**config.mk**
```make
export PLATFORM = sky130hd
export DESIGN_NAME = bram_debug_sequencer
export DESIGN_NICKNAME = d
export VERILOG_FILES = /design/src/rtl/bram_dbg_pkg.sv /design/src/rtl/bram_dbg_chan_mux.sv /design/src/rtl/bram_debug_sequencer.sv
export SDC_FILE = /design/constraint.sdc
export NUM_CORES = 1
export LEC_CHECK = 0
export BUFFER_PORTS_ARGS = -buffer_cell sky130_fd_sc_hd__buf_2
export CAP_MARGIN = 15
export CELL_PAD_IN_SITES_DETAIL_PLACEMENT = 1
export CELL_PAD_IN_SITES_GLOBAL_PLACEMENT = 2
export CORE_AREA = 2 2 188 190
export CTS_BUF_LIST = sky130_fd_sc_hd__clkbuf_8
export DETAILED_ROUTE_END_ITERATION = 8
export DIE_AREA = 0 0 190 192
export PLACE_DENSITY_LB_ADDON = 0.1
export SETUP_SLACK_MARGIN = 0.1
export SLEW_MARGIN = 40
export SYNTH_ARGS = -nofsm -noshare
export SYNTH_HDL_FRONTEND = slang
export SYNTH_SLANG_ARGS = --single-unit
```
**constraint.sdc**
```tcl
create_clock -name CPU_CLK -period 14.2 [get_ports CPU_CLK]
set_input_delay 0.71 -clock CPU_CLK [delete_from_list [all_inputs] [get_ports CPU_CLK]]
set_output_delay 0.71 -clock CPU_CLK [all_outputs]
set_load 0.01 [all_outputs]
```
**src/rtl/bram_dbg_pkg.sv**
```systemverilog
// Shared opcodes, FSM states and constants for the BRAM debug sequencer.
package bram_dbg_pkg;

    typedef enum logic [1:0] {
        OP_LOAD    = 2'd0,
        OP_RUN     = 2'd1,
        OP_DUMP    = 2'd2,
        OP_ILLEGAL = 2'd3
    } op_e;

    typedef enum logic [2:0] {
        ST_IDLE      = 3'd0,
        ST_LOAD      = 3'd1,
        ST_RUN_RST   = 3'd2,
        ST_RUN       = 3'd3,
        ST_DUMP_ADDR = 3'd4,
        ST_DUMP_WAIT = 3'd5,
        ST_DUMP_OUT  = 3'd6
    } state_e;

    localparam int unsigned WORD_BYTES = 4;
    localparam logic [3:0]  FULL_WE    = 4'b1111;

    // Byte address of a word index; callers truncate to the port width.
    function automatic logic [31:0] word_addr(input logic [31:0] idx);
        return 32'(idx * WORD_BYTES);
    endfunction

endpackage

```
**src/rtl/bram_dbg_chan_mux.sv**
```systemverilog
// Fans the single registered debug port out to the selected channel and
// selects that channel's read data back.
module bram_dbg_chan_mux #(
    parameter int unsigned NUM_CH = 2,
    parameter int unsigned DATA_W = 32,
    parameter int unsigned ADDR_W = 32,
    parameter int unsigned CH_W   = 1
) (
    input  logic [CH_W-1:0]          ch_i,
    input  logic [ADDR_W-1:0]        a2_i,
    input  logic [DATA_W-1:0]        wd2_i,
    input  logic [3:0]               we2_i,
    output logic [NUM_CH*ADDR_W-1:0] ram_a2_o,
    output logic [NUM_CH*DATA_W-1:0] ram_wd2_o,
    output logic [NUM_CH*4-1:0]      ram_we2_o,
    input  logic [NUM_CH*DATA_W-1:0] ram_rd2_i,
    output logic [DATA_W-1:0]        rd2_o
);

    // Unselected channels see an all-zero port so they can never be written.
    always_comb begin
        ram_a2_o  = '0;
        ram_wd2_o = '0;
        ram_we2_o = '0;
        rd2_o     = '0;
        for (int unsigned c = 0; c < NUM_CH; c++) begin
            if (32'(ch_i) == c) begin
                ram_a2_o[c*ADDR_W +: ADDR_W]  = a2_i;
                ram_wd2_o[c*DATA_W +: DATA_W] = wd2_i;
                ram_we2_o[c*4 +: 4]           = we2_i;
                rd2_o                         = ram_rd2_i[c*DATA_W +: DATA_W];
            end
        end
    end

endmodule

```
**src/rtl/bram_debug_sequencer.sv**
```systemverilog
// Load/run/dump sequencer driving the debug port of NUM_CH block RAMs and the
// core reset, controlled through valid/ready command and stream interfaces.
module bram_debug_sequencer
    import bram_dbg_pkg::*;
#(
    parameter  int unsigned NUM_CH     = 2,
    parameter  int unsigned WORDS      = 4096,
    parameter  int unsigned DATA_W     = 32,
    parameter  int unsigned ADDR_W     = 32,
    parameter  int unsigned RST_CYCLES = 5,
    localparam int unsigned CH_W       = (NUM_CH > 1) ? $clog2(NUM_CH) : 1
) (
    input  logic                     CPU_CLK,
    input  logic                     CPU_RST,
    input  logic                     cmd_valid,
    output logic                     cmd_ready,
    input  logic [1:0]               cmd_op,
    input  logic [CH_W-1:0]          cmd_ch,
    input  logic [31:0]              cmd_arg,
    input  logic                     ld_valid,
    output logic                     ld_ready,
    input  logic [DATA_W-1:0]        ld_data,
    output logic                     dp_valid,
    input  logic                     dp_ready,
    output logic [DATA_W-1:0]        dp_data,
    output logic [ADDR_W-1:0]        dp_addr,
    output logic                     dp_last,
    output logic                     core_rst,
    output logic [NUM_CH*ADDR_W-1:0] ram_a2,
    output logic [NUM_CH*DATA_W-1:0] ram_wd2,
    output logic [NUM_CH*4-1:0]      ram_we2,
    input  logic [NUM_CH*DATA_W-1:0] ram_rd2,
    output logic                     busy,
    output logic                     done,
    output logic                     err
);

    state_e              state_q;
    logic [CH_W-1:0]     ch_q;
    logic [31:0]         cnt_q;
    logic [31:0]         idx_q;
    logic [ADDR_W-1:0]   a2_q;
    logic [DATA_W-1:0]   wd2_q;
    logic [3:0]          we2_q;
    logic [DATA_W-1:0]   dp_data_q;
    logic [ADDR_W-1:0]   dp_addr_q;
    logic                dp_valid_q;
    logic                dp_last_q;
    logic                core_rst_q;
    logic                cmd_ready_q;
    logic                ld_ready_q;
    logic                busy_q;
    logic                done_q;
    logic                err_q;

    op_e                 cmd_op_c;
    logic                cmd_bad_c;
    logic                last_idx_c;
    logic [ADDR_W-1:0]   idx_addr_c;
    logic [DATA_W-1:0]   rd2_sel_c;

    assign cmd_op_c   = op_e'(cmd_op);
    assign last_idx_c = (idx_q == cnt_q - 32'd1);
    assign idx_addr_c = ADDR_W'(word_addr(idx_q));

    // Reject illegal opcodes, absent channels and out-of-range transfer sizes.
    assign cmd_bad_c = (cmd_op_c == OP_ILLEGAL) || (32'(cmd_ch) >= NUM_CH) ||
                       (((cmd_op_c == OP_LOAD) || (cmd_op_c == OP_DUMP)) &&
                        ((cmd_arg == 32'd0) || (cmd_arg > WORDS)));

    always_ff @(posedge CPU_CLK or posedge CPU_RST) begin
        if (CPU_RST) begin
            state_q     <= ST_IDLE;
            ch_q        <= '0;
            cnt_q       <= '0;
            idx_q       <= '0;
            a2_q        <= '0;
            wd2_q       <= '0;
            we2_q       <= '0;
            dp_data_q   <= '0;
            dp_addr_q   <= '0;
            dp_valid_q  <= 1'b0;
            dp_last_q   <= 1'b0;
            core_rst_q  <= 1'b1;
            cmd_ready_q <= 1'b1;
            ld_ready_q  <= 1'b0;
            busy_q      <= 1'b0;
            done_q      <= 1'b0;
            err_q       <= 1'b0;
        end else begin
            done_q <= 1'b0;
            err_q  <= 1'b0;
            we2_q  <= '0;
            case (state_q)
                ST_IDLE: begin
                    if (cmd_valid && cmd_ready_q) begin
                        if (cmd_bad_c) begin
                            done_q <= 1'b1;
                            err_q  <= 1'b1;
                        end else begin
                            ch_q        <= cmd_ch;
                            cnt_q       <= cmd_arg;
                            idx_q       <= '0;
                            a2_q        <= '0;
                            wd2_q       <= '0;
                            cmd_ready_q <= 1'b0;
                            busy_q      <= 1'b1;
                            case (cmd_op_c)
                                OP_LOAD: begin
                                    state_q    <= ST_LOAD;
                                    ld_ready_q <= 1'b1;
                                end
                                OP_RUN:  state_q <= ST_RUN_RST;
                                default: state_q <= ST_DUMP_ADDR;
                            endcase
                        end
                    end
                end

                ST_LOAD: begin
                    if (ld_valid && ld_ready_q) begin
                        a2_q  <= idx_addr_c;
                        wd2_q <= ld_data;
                        we2_q <= FULL_WE;
                        idx_q <= idx_q + 32'd1;
                        if (last_idx_c) begin
                            state_q     <= ST_IDLE;
                            ld_ready_q  <= 1'b0;
                            cmd_ready_q <= 1'b1;
                            busy_q      <= 1'b0;
                            done_q      <= 1'b1;
                        end
                    end
                end

                // idx_q doubles as the cycle counter for both run phases.
                ST_RUN_RST: begin
                    if (idx_q + 32'd1 >= RST_CYCLES) begin
                        idx_q <= '0;
                        if (cnt_q == 32'd0) begin
                            state_q     <= ST_IDLE;
                            cmd_ready_q <= 1'b1;
                            busy_q      <= 1'b0;
                            done_q      <= 1'b1;
                        end else begin
                            state_q    <= ST_RUN;
                            core_rst_q <= 1'b0;
                        end
                    end else begin
                        idx_q <= idx_q + 32'd1;
                    end
                end

                ST_RUN: begin
                    if (last_idx_c) begin
                        state_q     <= ST_IDLE;
                        core_rst_q  <= 1'b1;
                        cmd_ready_q <= 1'b1;
                        busy_q      <= 1'b0;
                        done_q      <= 1'b1;
                    end else begin
                        idx_q <= idx_q + 32'd1;
                    end
                end

                ST_DUMP_ADDR: begin
                    a2_q    <= idx_addr_c;
                    state_q <= ST_DUMP_WAIT;
                end

                ST_DUMP_WAIT: state_q <= ST_DUMP_OUT;

                // First cycle here captures the read word; afterwards hold until accepted.
                ST_DUMP_OUT: begin
                    if (!dp_valid_q) begin
                        dp_valid_q <= 1'b1;
                        dp_data_q  <= rd2_sel_c;
                        dp_addr_q  <= idx_addr_c;
                        dp_last_q  <= last_idx_c;
                    end else if (dp_ready) begin
                        dp_valid_q <= 1'b0;
                        dp_last_q  <= 1'b0;
                        idx_q      <= idx_q + 32'd1;
                        if (last_idx_c) begin
                            state_q     <= ST_IDLE;
                            cmd_ready_q <= 1'b1;
                            busy_q      <= 1'b0;
                            done_q      <= 1'b1;
                        end else begin
                            state_q <= ST_DUMP_ADDR;
                        end
                    end
                end

                default: state_q <= ST_IDLE;
            endcase
        end
    end

    bram_dbg_chan_mux #(
        .NUM_CH (NUM_CH),
        .DATA_W (DATA_W),
        .ADDR_W (ADDR_W),
        .CH_W   (CH_W)
    ) u_chan_mux (
        .ch_i      (ch_q),
        .a2_i      (a2_q),
        .wd2_i     (wd2_q),
        .we2_i     (we2_q),
        .ram_a2_o  (ram_a2),
        .ram_wd2_o (ram_wd2),
        .ram_we2_o (ram_we2),
        .ram_rd2_i (ram_rd2),
        .rd2_o     (rd2_sel_c)
    );

    assign cmd_ready = cmd_ready_q;
    assign ld_ready  = ld_ready_q;
    assign dp_valid  = dp_valid_q;
    assign dp_data   = dp_data_q;
    assign dp_addr   = dp_addr_q;
    assign dp_last   = dp_last_q;
    assign core_rst  = core_rst_q;
    assign busy      = busy_q;
    assign done      = done_q;
    assign err       = err_q;

endmodule

```
# == Yosys cells after proc, flatten, opt, wreduce, memory -nomap -nowiden ==
# Cells that the tools add are included.
# totals
register_bits,206
input_bits,136
# op_classes
mux,74
bitwise,2
n_eq_ne,23
n_addsub,2
n_reduce_logical,24
n_lt_le_gt_ge,2
# op_table
op,n
32-bit two-way mux,14
32-bit case mux with 5 select lines,1
32-bit case mux with 3 select lines,1
32-bit zero test,2
32-bit case mux with 2 select lines,1
1-bit two-way mux,37
32-bit by 1-bit adder with 32-bit output (second input constant),1
32-bit == test,1
32-bit by 3-bit >= comparator with 1-bit output (second input constant),1
32-bit by 13-bit > comparator with 1-bit output (second input constant),1
32-bit by 1-bit subtractor with 32-bit output (second input constant),1
2-bit inequality test (second input constant),13
3-bit two-way mux,8
3-bit case mux with 7 select lines,1
4-bit two-way mux,4
1-bit case mux with 5 select lines,3
4-bit AND reduction,3
6-bit AND reduction,2
3-bit == test (second input constant),3
8-bit AND reduction,1
7-bit AND reduction,1
3-bit by 2-bit == test with 1-bit output (second input constant),2
3-bit case mux with 2 select lines,1
5-bit nonzero test,1
14 further kinds,23

# == Logic depth before layout (Yosys ltp) ==
# Gate-level depths: netlist of run 1.
# logic_depth
word_depth,7
mapped_depth,13
ltp_nobuf,11

# == Hierarchy ==
# Synthesis of run 1 repeated with hierarchy kept, for this count alone.
# unflattened
hier_cells,1209
area_unflattened_um2,11931.4
# modules_own_cells
mod,instances,area_per_inst_um2,seq_area_each_um2,cells_per_inst
bram_debug_sequencer,1,10456.3,5032.3,1022
bram_dbg_chan_mux,1,1475.2,0.0,187

# == Least setup slack after synthesis of run 1 ==
# No wires, ideal clock.
# synth_path
kind,register -> register
startpoint,register cnt_q[10]
endpoint,register idx_q[22]
path_stages_with_launch,13
path_buffers,3
arrival_ns,3.325
path_slack_ns,10.754
setup_ns,0.121
period_less_slack_ns,3.446
path_cell_list,dfrtp_1 > buf_6 > or4_4 > or4_4 > or3_1 > a211oi_2 > nand4_1 > o41ai_2 > a21o_1 > buf_6 > nor2_4 > buf_8 > a22o_1
# synth_between
elab_chain_cells,4
# synth_rtl
element,line,source
"start, declared",bram_debug_sequencer.sv:40,logic [31:0] cnt_q;
"start signal, assigned",bram_debug_sequencer.sv:102,cnt_q <= cmd_arg;
32-bit by 1-bit subtractor with 32-bit output,bram_debug_sequencer.sv:63,assign last_idx_c = (idx_q == cnt_q - 32'd1);
32-bit == test,bram_debug_sequencer.sv:63,
2-bit inequality test (no source line),n/a,
7-bit AND reduction (no source line),n/a,
"end signal, assigned",bram_debug_sequencer.sv:125,idx_q <= idx_q + 32'd1;
"end signal, assigned",bram_debug_sequencer.sv:150,idx_q <= idx_q + 32'd1;
"end signal, assigned",bram_debug_sequencer.sv:162,idx_q <= idx_q + 32'd1;
"end, declared",bram_debug_sequencer.sv:41,logic [31:0] idx_q;
# No other way between the ends.
# A chain may end at the register's enable or synchronous reset.

# == Worst setup path in the final report of run 1 ==
# layout_path
startpoint,register idx_q[2]
endpoint,register idx_q[16]
# layout_between
elab_chain_cells,4
elab_cells_between_ends,11
cone_classes,add/sub: 1; order compare: 1; eq/ne: 2; mux: 6; reduce/logical: 1
# layout_rtl
element,line,source
32-bit by 1-bit adder with 32-bit output,n/a,
32-bit by 3-bit >= comparator with 1-bit output / 32-bit two-way mux (equally long branches),"bram_debug_sequencer.sv:138, bram_debug_sequencer.sv:180",
"32-bit two-way mux, on equally long branches","bram_debug_sequencer.sv:138, bram_debug_sequencer.sv:175",
32-bit case mux with 5 select lines,bram_debug_sequencer.sv:94,case (state_q)
# Parallel ways exist; a longest one is shown, timed or not. The select of a mux whose other input is x is not followed.

==> metrics.md, run 1 <==
| Metric | Value |
|---|---|
| Outcome | finished clean |
| # rows | 68 |
| Clock buffer count from CTS | 40 |
| Via count | 10400 |
| Post-synthesis sequential area ratio | 43.4% |
| Layout fillers | 4044 |
| GRT overflow | 0 |
| Nets | 1665 |
| GRT Total Usage | 21.8% |
| IO buf count | approximately 340 |
| Clk_lat worst skew | around 0.55 ns |
| Synth area leader | dfrtp_1 |
| Crit path max fanout | 17 |
| Routed WL | 40600 µm |
| DR pass1 iterations | 5 |
| DP HPWL | 30000 µm |
| Tot Pwr | about 2 mW |
| PwrDens | 140 nW/µm² |
| Most frequent cell after synthesis | dfrtp_1 |
| CTS tree | built |
| Async SR Flop Fraction | between 90% and 100% |
| Post-Syn Area | 11600 µm² |
| Max-slew headroom | 44.4% |
| Data required, critical path | between 10 and 15 ns |
| Hold Fails Final Rpt | 0 |
| Number of DRC markers in iteration 0 | 570 |
| Leakage power | roughly 7 nW |
| Starting density of the core | 33.8% |
| Max cap viols | 0 |
| Reg area | 5040 µm² |
| Die Span Y | 192 µm |
| Layout cells sized above 1 | approximately 32% |
| CP Capture Type | register |
| CTS H-tree lvls | 2 |
| CTS Root Cell | clkbuf_8 |
| Routed vias/inst | around 5.2 |
| Number of global-route vias before repair | 10400 |
| Final setup viols | 0 |
| Final ANT Viol Nets | 0 |
| # hold bufs at CTS | 0 |
| Arrival time of the worst setup path | approximately 5.1 ns |
| CP startpoint kind | register |
| Final core utilization | 41.7% |
| FMAX | approximately 0.22 GHz |
| Clock Sinks | approximately 200 |
| Most frequent cells after synthesis | 199 x dfrtp_1, 96 x nand2_1, 82 x nor2_1, 78 x clkbuf_1, 70 x nor2b_1 |
| Die width | roughly 190 µm |
| Initial antenna violation count | 2 |
| Netlist cell types | 77 |
| Placer Congestion | 0.845 |
| Number of enable flip-flop cells after synthesis | 0 |
| Hold crit path type | input port to asynchronous set/reset pin |
| Tcrit/Tclk final | 32.5% |
| Wire per inst | approximately 20 µm |
| Post-Syn Instances | between 1000 and 1500 |
| Synth area leaders | dfrtp_1 43%, mux2_2 6.2%, mux2i_1 4.1% |
| Final Skew | 0.0169 ns |
| Io pins | 344 |
| Avg Inst Size Synth | 9.39 µm² |
| Worst-margin pin slew | 0.834 ns |
| R2R cell count | 9 |
| Largest net degree at the start of global routing | between 100 and 150 |
| RSZ-0062 raised after global routing | no |
| # Post-CTS Setup Buffers | 0 |
| Area of the multi-input gates | about 6000 µm² |
| Synth Warn # | 0 |
| Tmin final | 4.62 ns |
| Max VDD drop | 0.0967 mV |
| Crit Path Class | register to register |
| Post-synth top area share | 43.0% |
| Core footprint | 34300 µm² |
| Area growth syn-to-layout | 23.5% |
| Die area | 36500 µm² |
| Yosys reg bits | 201 |
| Max clock buf depth | 3 |
| Number of remaining DRC errors | 0 |
| Total negative slack | 0 ns |
| Clock slew seen by the registers of the worst setup and hold paths | 0.06 ns |
| First-pass GRT wire length | 62400 µm |
| Resized Gates After CTS | 0 |
| Main synth FF type | dfrtp_1 |
| Max Transition Viols Final | 0 |
-- report_power, final --
group          total, mW  leakage, nW  internal (mW)  switching (mW)
logic              0.665         3.86          0.297           0.369
registers          0.791         2.56          0.662           0.129
clock network      0.551        0.432          0.296           0.255
total               2.01         6.85           1.25           0.753
-- layout by cell type (no fill, tap or decap), types with 32 or more instances in the layout --
cell,count
nor2_1,81
o21ai_0,64
nand2_1,95
a22o_1,38
xnor2_1,32
dfrtp_1,198
nand3_1,35
clkbuf_8,43
mux2i_1,47
inv_1,40
and2_1,69
a21oi_1,53
buf_2,337
mux2_2,64
nor2b_1,70
-- path summary, 6_finish.rpt --
| path | startpoint | endpoint | slack [ns] |
|---|---|---|---|
| min in group CPU_CLK | ld_data[28] | wd2_q[28] | 0.38 |
| worst max-delay path | idx_q[2] | idx_q[16] | 9.58 |
| worst min-delay path | CPU_RST | wd2_q[4] | 0.18 |
| worst max register to register | idx_q[2] | idx_q[16] | 9.58 |
| max in group asynchronous | CPU_RST | ch_q | 12.62 |
| worst min register to register | a2_q[3] | a2_q[3] | 0.48 |
-- per-stage QoR --
stage | instance area, µm² | std cells | worst slack [ns] | hold WS (ns)
2_1_floorplan | 11600 | 1240 | 8.01 | 0.456
3_3_place_gp | 13500 | 1934 | 9.75 | 0.472
3_5_place_dp | 13500 | 1935 | 9.66 | 0.481
4_1_cts | 14200 | 2001 | 9.61 | 0.351
5_1_grt | 14300 | 2005 | 9.22 | 0.194
6_report | 14300 | 2005 | 9.58 | 0.183
-- state kept, by name, summed over array words and instances (netlist names), 3 cells and up --
register	flops
dp_data	32
cnt_q	32
idx_q	32
wd2_q	32
a2_q	30
state_q	3
dp_addr	30
-- layout make-up --
| class | instances | area share [%] |
|---|---|---|
| multi-input cells | 907 | 42.0 |
| flip-flops and latches | 201 | 35.2 |
| repair buffers | 351 | 13.0 |
| clock buffers | 43 | 4.14 |
| well taps | 455 | 3.98 |
| clock inverters | 23 | 0.918 |
| inverters | 24 | 0.717 |
| diodes | 1 | 0.0175 |
-- critical path, cell delays in order, from the launching register on --
cell,delay (ns)
dfrtp_1,0.62
nand3_1,0.44
or4_1,0.85
a2111o_1,0.47
a2111oi_0,0.44
nand4_1,0.24
o21ai_2,0.37
and2_1,0.74
a21oi_1,0.17
mux2i_1,0.19
-- cells by family (layout without fill, tap and decap cells) --
logic type	count (synthesis)	after routing	synth area share (%)
flip-flops	201	201	43.4
XOR/XNOR	44	44	3.44
adder cells (fa/ha/maj)	4	4	0.432
AO/OA/AOI/OAI	243	243	14.2
AND/OR/NAND/NOR	499	499	23.0
other	1	7	0.0324
buffers and inverters	132	441	5.14
multiplexers	111	111	10.3
-- routing by layer --
layer / global-route usage (%) / share of wire (%) / up-vias / routed length (µm)
met2: 36.0 / 47 / 284 / 18900
met4: 5.13 / 1.9 / 0 / 765
li1: - / - / 4963 / -
met5: 0 / 0 / - / 0
met3: 4.90 / 6.4 / 45 / 2610
met1: 29.0 / 45 / 5122 / 18400
Note: power is estimated with default switching activity, not from simulation.
==> run 2: changes to the inputs <==
--- a/config.mk
+++ b/config.mk
@@ -9,10 +9,10 @@
 export CAP_MARGIN = 15
 export CELL_PAD_IN_SITES_DETAIL_PLACEMENT = 1
 export CELL_PAD_IN_SITES_GLOBAL_PLACEMENT = 2
-export CORE_AREA = 2 2 188 190
+export CORE_AREA = 2 2 203 205
 export CTS_BUF_LIST = sky130_fd_sc_hd__clkbuf_8
 export DETAILED_ROUTE_END_ITERATION = 8
-export DIE_AREA = 0 0 190 192
+export DIE_AREA = 0 0 205 207
 export PLACE_DENSITY_LB_ADDON = 0.1
 export SETUP_SLACK_MARGIN = 0.1
 export SLEW_MARGIN = 40
==> constraint.sdc (replaced) <==
create_clock -name CPU_CLK -period 4.2 [get_ports CPU_CLK]
set_input_delay 0.21 -clock CPU_CLK [delete_from_list [all_inputs] [get_ports CPU_CLK]]
set_output_delay 0.21 -clock CPU_CLK [all_outputs]
set_load 0.01 [all_outputs]
==> run 2 against run 1 <==
Global-route usage shrank 0.87 points; setup slack worse by 9.1 ns; count of clock-buffer cells in the layout grew 6; register-to-register slack lost 9.1 ns; via count rose by 6.4%; die area is 16% higher; final area increased by 13%; wire length is 10% higher; clock power rose to 3.6 times the previous value; combinational power rose to 3.9 times the previous value; first-iteration DRC count is 5.4% higher; sequential share of layout area fell by 4.0 points.
==> metrics.md, run 2 (synthesis results as in run 1) <==
| Metric | Value |
|---|---|
| Core footprint | 40400 µm² (+18%) |
| Largest net degree at the start of global routing | 95 (-32%) |
| Total negative slack | 0 ns (unchanged) |
| Max clock buf depth | 3 (unchanged) |
| Arrival time of the worst setup path | 4.24 ns (-0.84 ns) |
| CTS Root Cell | clkbuf_8 |
| Top Metal Used | met4 |
| Final setup viols | 0 (unchanged) |
| R2R cell count | 13 (+4) |
| Layout cells sized above 1 | 31.6% (-0.60 points) |
| Max-slew headroom | 47.6% (+3.2 points) |
| GRT overflow | 0 (unchanged) |
| Clock buffer count from CTS | 40 (unchanged) |
| Io pins | 344 (unchanged) |
| FMAX | 0.267 GHz (+23%) |
| Clock Sinks | 201 (unchanged) |
| Met1 wire length | 20000 µm (+8.8%) |
| Ant. Diodes | 0 (-1) |
| Routed vias/inst | 4.90 (-5.7%) |
| Comb power frac | 35.8% (+2.6 points) |
| Via count | 11100 (+6.4%) |
| Sw Share | 36.6% (-0.92 points) |
| IO buf count | 337 (unchanged) |
| Tcrit/Tclk final | 89.1% (+57 points) |
| Hold Fails Final Rpt | 0 (unchanged) |
| Clock slew seen by the registers of the worst setup and hold paths | 0.06 ns (about the same) |
| Data required, critical path | 4.70 ns (-9.96 ns) |
| CP Capture Type | register |
| Die area | 42400 µm² (+16%) |
| Sw Pwr | 2.65 mW (+250%) |
| Leakage power | 7.65 nW (+12%) |
| CTS tree | built |
| # rows | 74 (+8.8%) |
| Max VDD drop | 0.247 mV (+160%) |
| Outcome | finished clean |
| Number of DRC markers in iteration 0 | 601 (+5.4%) |
| Clk_lat worst skew | 0.61 ns (+0.06 ns) |
| # Post-CTS Setup Buffers | 0 (unchanged) |
| Max Transition Viols Final | 0 (unchanged) |
| Worst-margin pin slew | 0.786 ns (-0.0475 ns) |
| Met2 routed WL | 21100 µm (+12%) |
| Number of global-route vias before repair | 11600 (+12%) |
| CP startpoint kind | register |
| Nets | 1845 (+11%) |
| Most frequent cells in the layout | 337 x buf_2, 198 x dfrtp_1, 134 x dlygate4sd3_1 |
| Crit path max fanout | 17 (unchanged) |
| Starting density of the core | 28.7% (-5.1 points) |
| Final Skew | 0.0309 ns (+0.0140 ns) |
| Share of power burned in registers | 36.3% (-3.1 points) |
| Clock Power Share | 27.8% (+0.3 points) |
| Number of remaining DRC errors | 0 (unchanged) |
| Tmin final | 3.74 ns (-0.877 ns) |
| RSZ-0062 raised after global routing | no |
| DR pass1 iterations | 5 (unchanged) |
| Placer Congestion | 0.801 (-5.1%) |
| WL met3 | 2840 µm (+9.0%) |
| Die width | 205 µm (+7.9%) |
| Cell Int Power | 4.59 mW (+270%) |
| Most common cell after layout, fill and taps aside | buf_2 |
| Area growth syn-to-layout | 39.3% |
| Hold crit path type | input port to register |
| Initial antenna violation count | 0 (-2) |
| PwrDens | 448 nW/µm² (+220%) |
| Hold depth | 4 |
| Crit Path Class | register to register |
| Final ANT Viol Nets | 0 (unchanged) |
| Tot Pwr | 7.24 mW (+260%) |
| Routed WL | 44800 µm (+10%) |
| Die Span Y | 207 µm (+7.8%) |
| DP HPWL | 32700 µm (+9.0%) |
| CTS H-tree lvls | 2 (unchanged) |
| Wire per inst | 19.8 µm (-2.1%) |
| Max cap viols | 0 (unchanged) |
| GRT Total Usage | 20.9% (-0.87 points) |
| First-pass GRT wire length | 69400 µm (+11%) |
run 2: cell type report:
class	count	area, µm²
clock buffers	49	674
clock inverters	18	109
fillers	4713	24200
inverters	24	93.8
multi-input cells	907	6020
flip-flops and latches	201	5040
well taps	532	666
repair buffers	531	3550
run 2: path summary, 6_finish.rpt:
path,startpoint,end,slack [ns]
max,idx_q[0],idx_q[28],0.46
min,ld_valid,state_q[0],0.06
max reg2reg,idx_q[0],idx_q[28],0.46
min reg2reg,a2_q[27],a2_q[27],0.49
max in group asynchronous,CPU_RST,ch_q,2.95
min in group asynchronous,CPU_RST,idx_q[21],0.27
run 2: timing repair:
item                                   in CTS  in global routing
hold buffers                              134                  0
endpoints found under the hold margin     125                  0
gates resized for setup                     0                  2
setup endpoints to repair                   0                 27
run 2: power by group through the flow:
stage / sequential, mW / clock, mW / combinational (mW)
2_1_floorplan: 2.49 / 0 / 1.68
5_1_grt: 2.70 / 2.20 / 2.87
3_3_place_gp: 2.69 / 0 / 2.33
6_report: 2.63 / 2.01 / 2.59
4_1_cts: 2.68 / 2.10 / 2.55
3_5_place_dp: 2.72 / 0 / 2.37
run 2: critical path: stages, from the launching register on:
cell	delay [ns]
dfrtp_1	0.51
ha_1	0.31
nand3_1	0.14
buf_4	0.19
or4_1	0.63
or3_1	0.41
a22oi_1	0.21
nand4_1	0.17
o21ai_2	0.22
buf_4	0.18
and2_1	0.13
buf_4	0.25
a21oi_1	0.11
o21ai_0	0.18
run 2: metrics by stage:
step	instance area (µm²)	worst slack (ns)	utilization (%)	std cells	hold slack [ns]
final	16100	0.457	40.0	2262	0.0591
after floorplan	11600	0.754	-	1240	0.343
after global routing	16100	0.137	40.0	2262	0.101
after global placement	14000	0.365	34.6	2059	0.364
after CTS	16100	0.308	39.9	2261	0.0371
after detailed placement	14000	0.334	34.7	2060	0.364
run 2: metal layers:
| metal | vias to the layer above | GRT usage (%) |
|---|---|---|
| li1 | 5324 | - |
| met1 | 5407 | 27.2 |
| met2 | 300 | 34.8 |
| met3 | 54 | 4.96 |
| met4 | 0 | 5.26 |
| met5 | - | 0 |
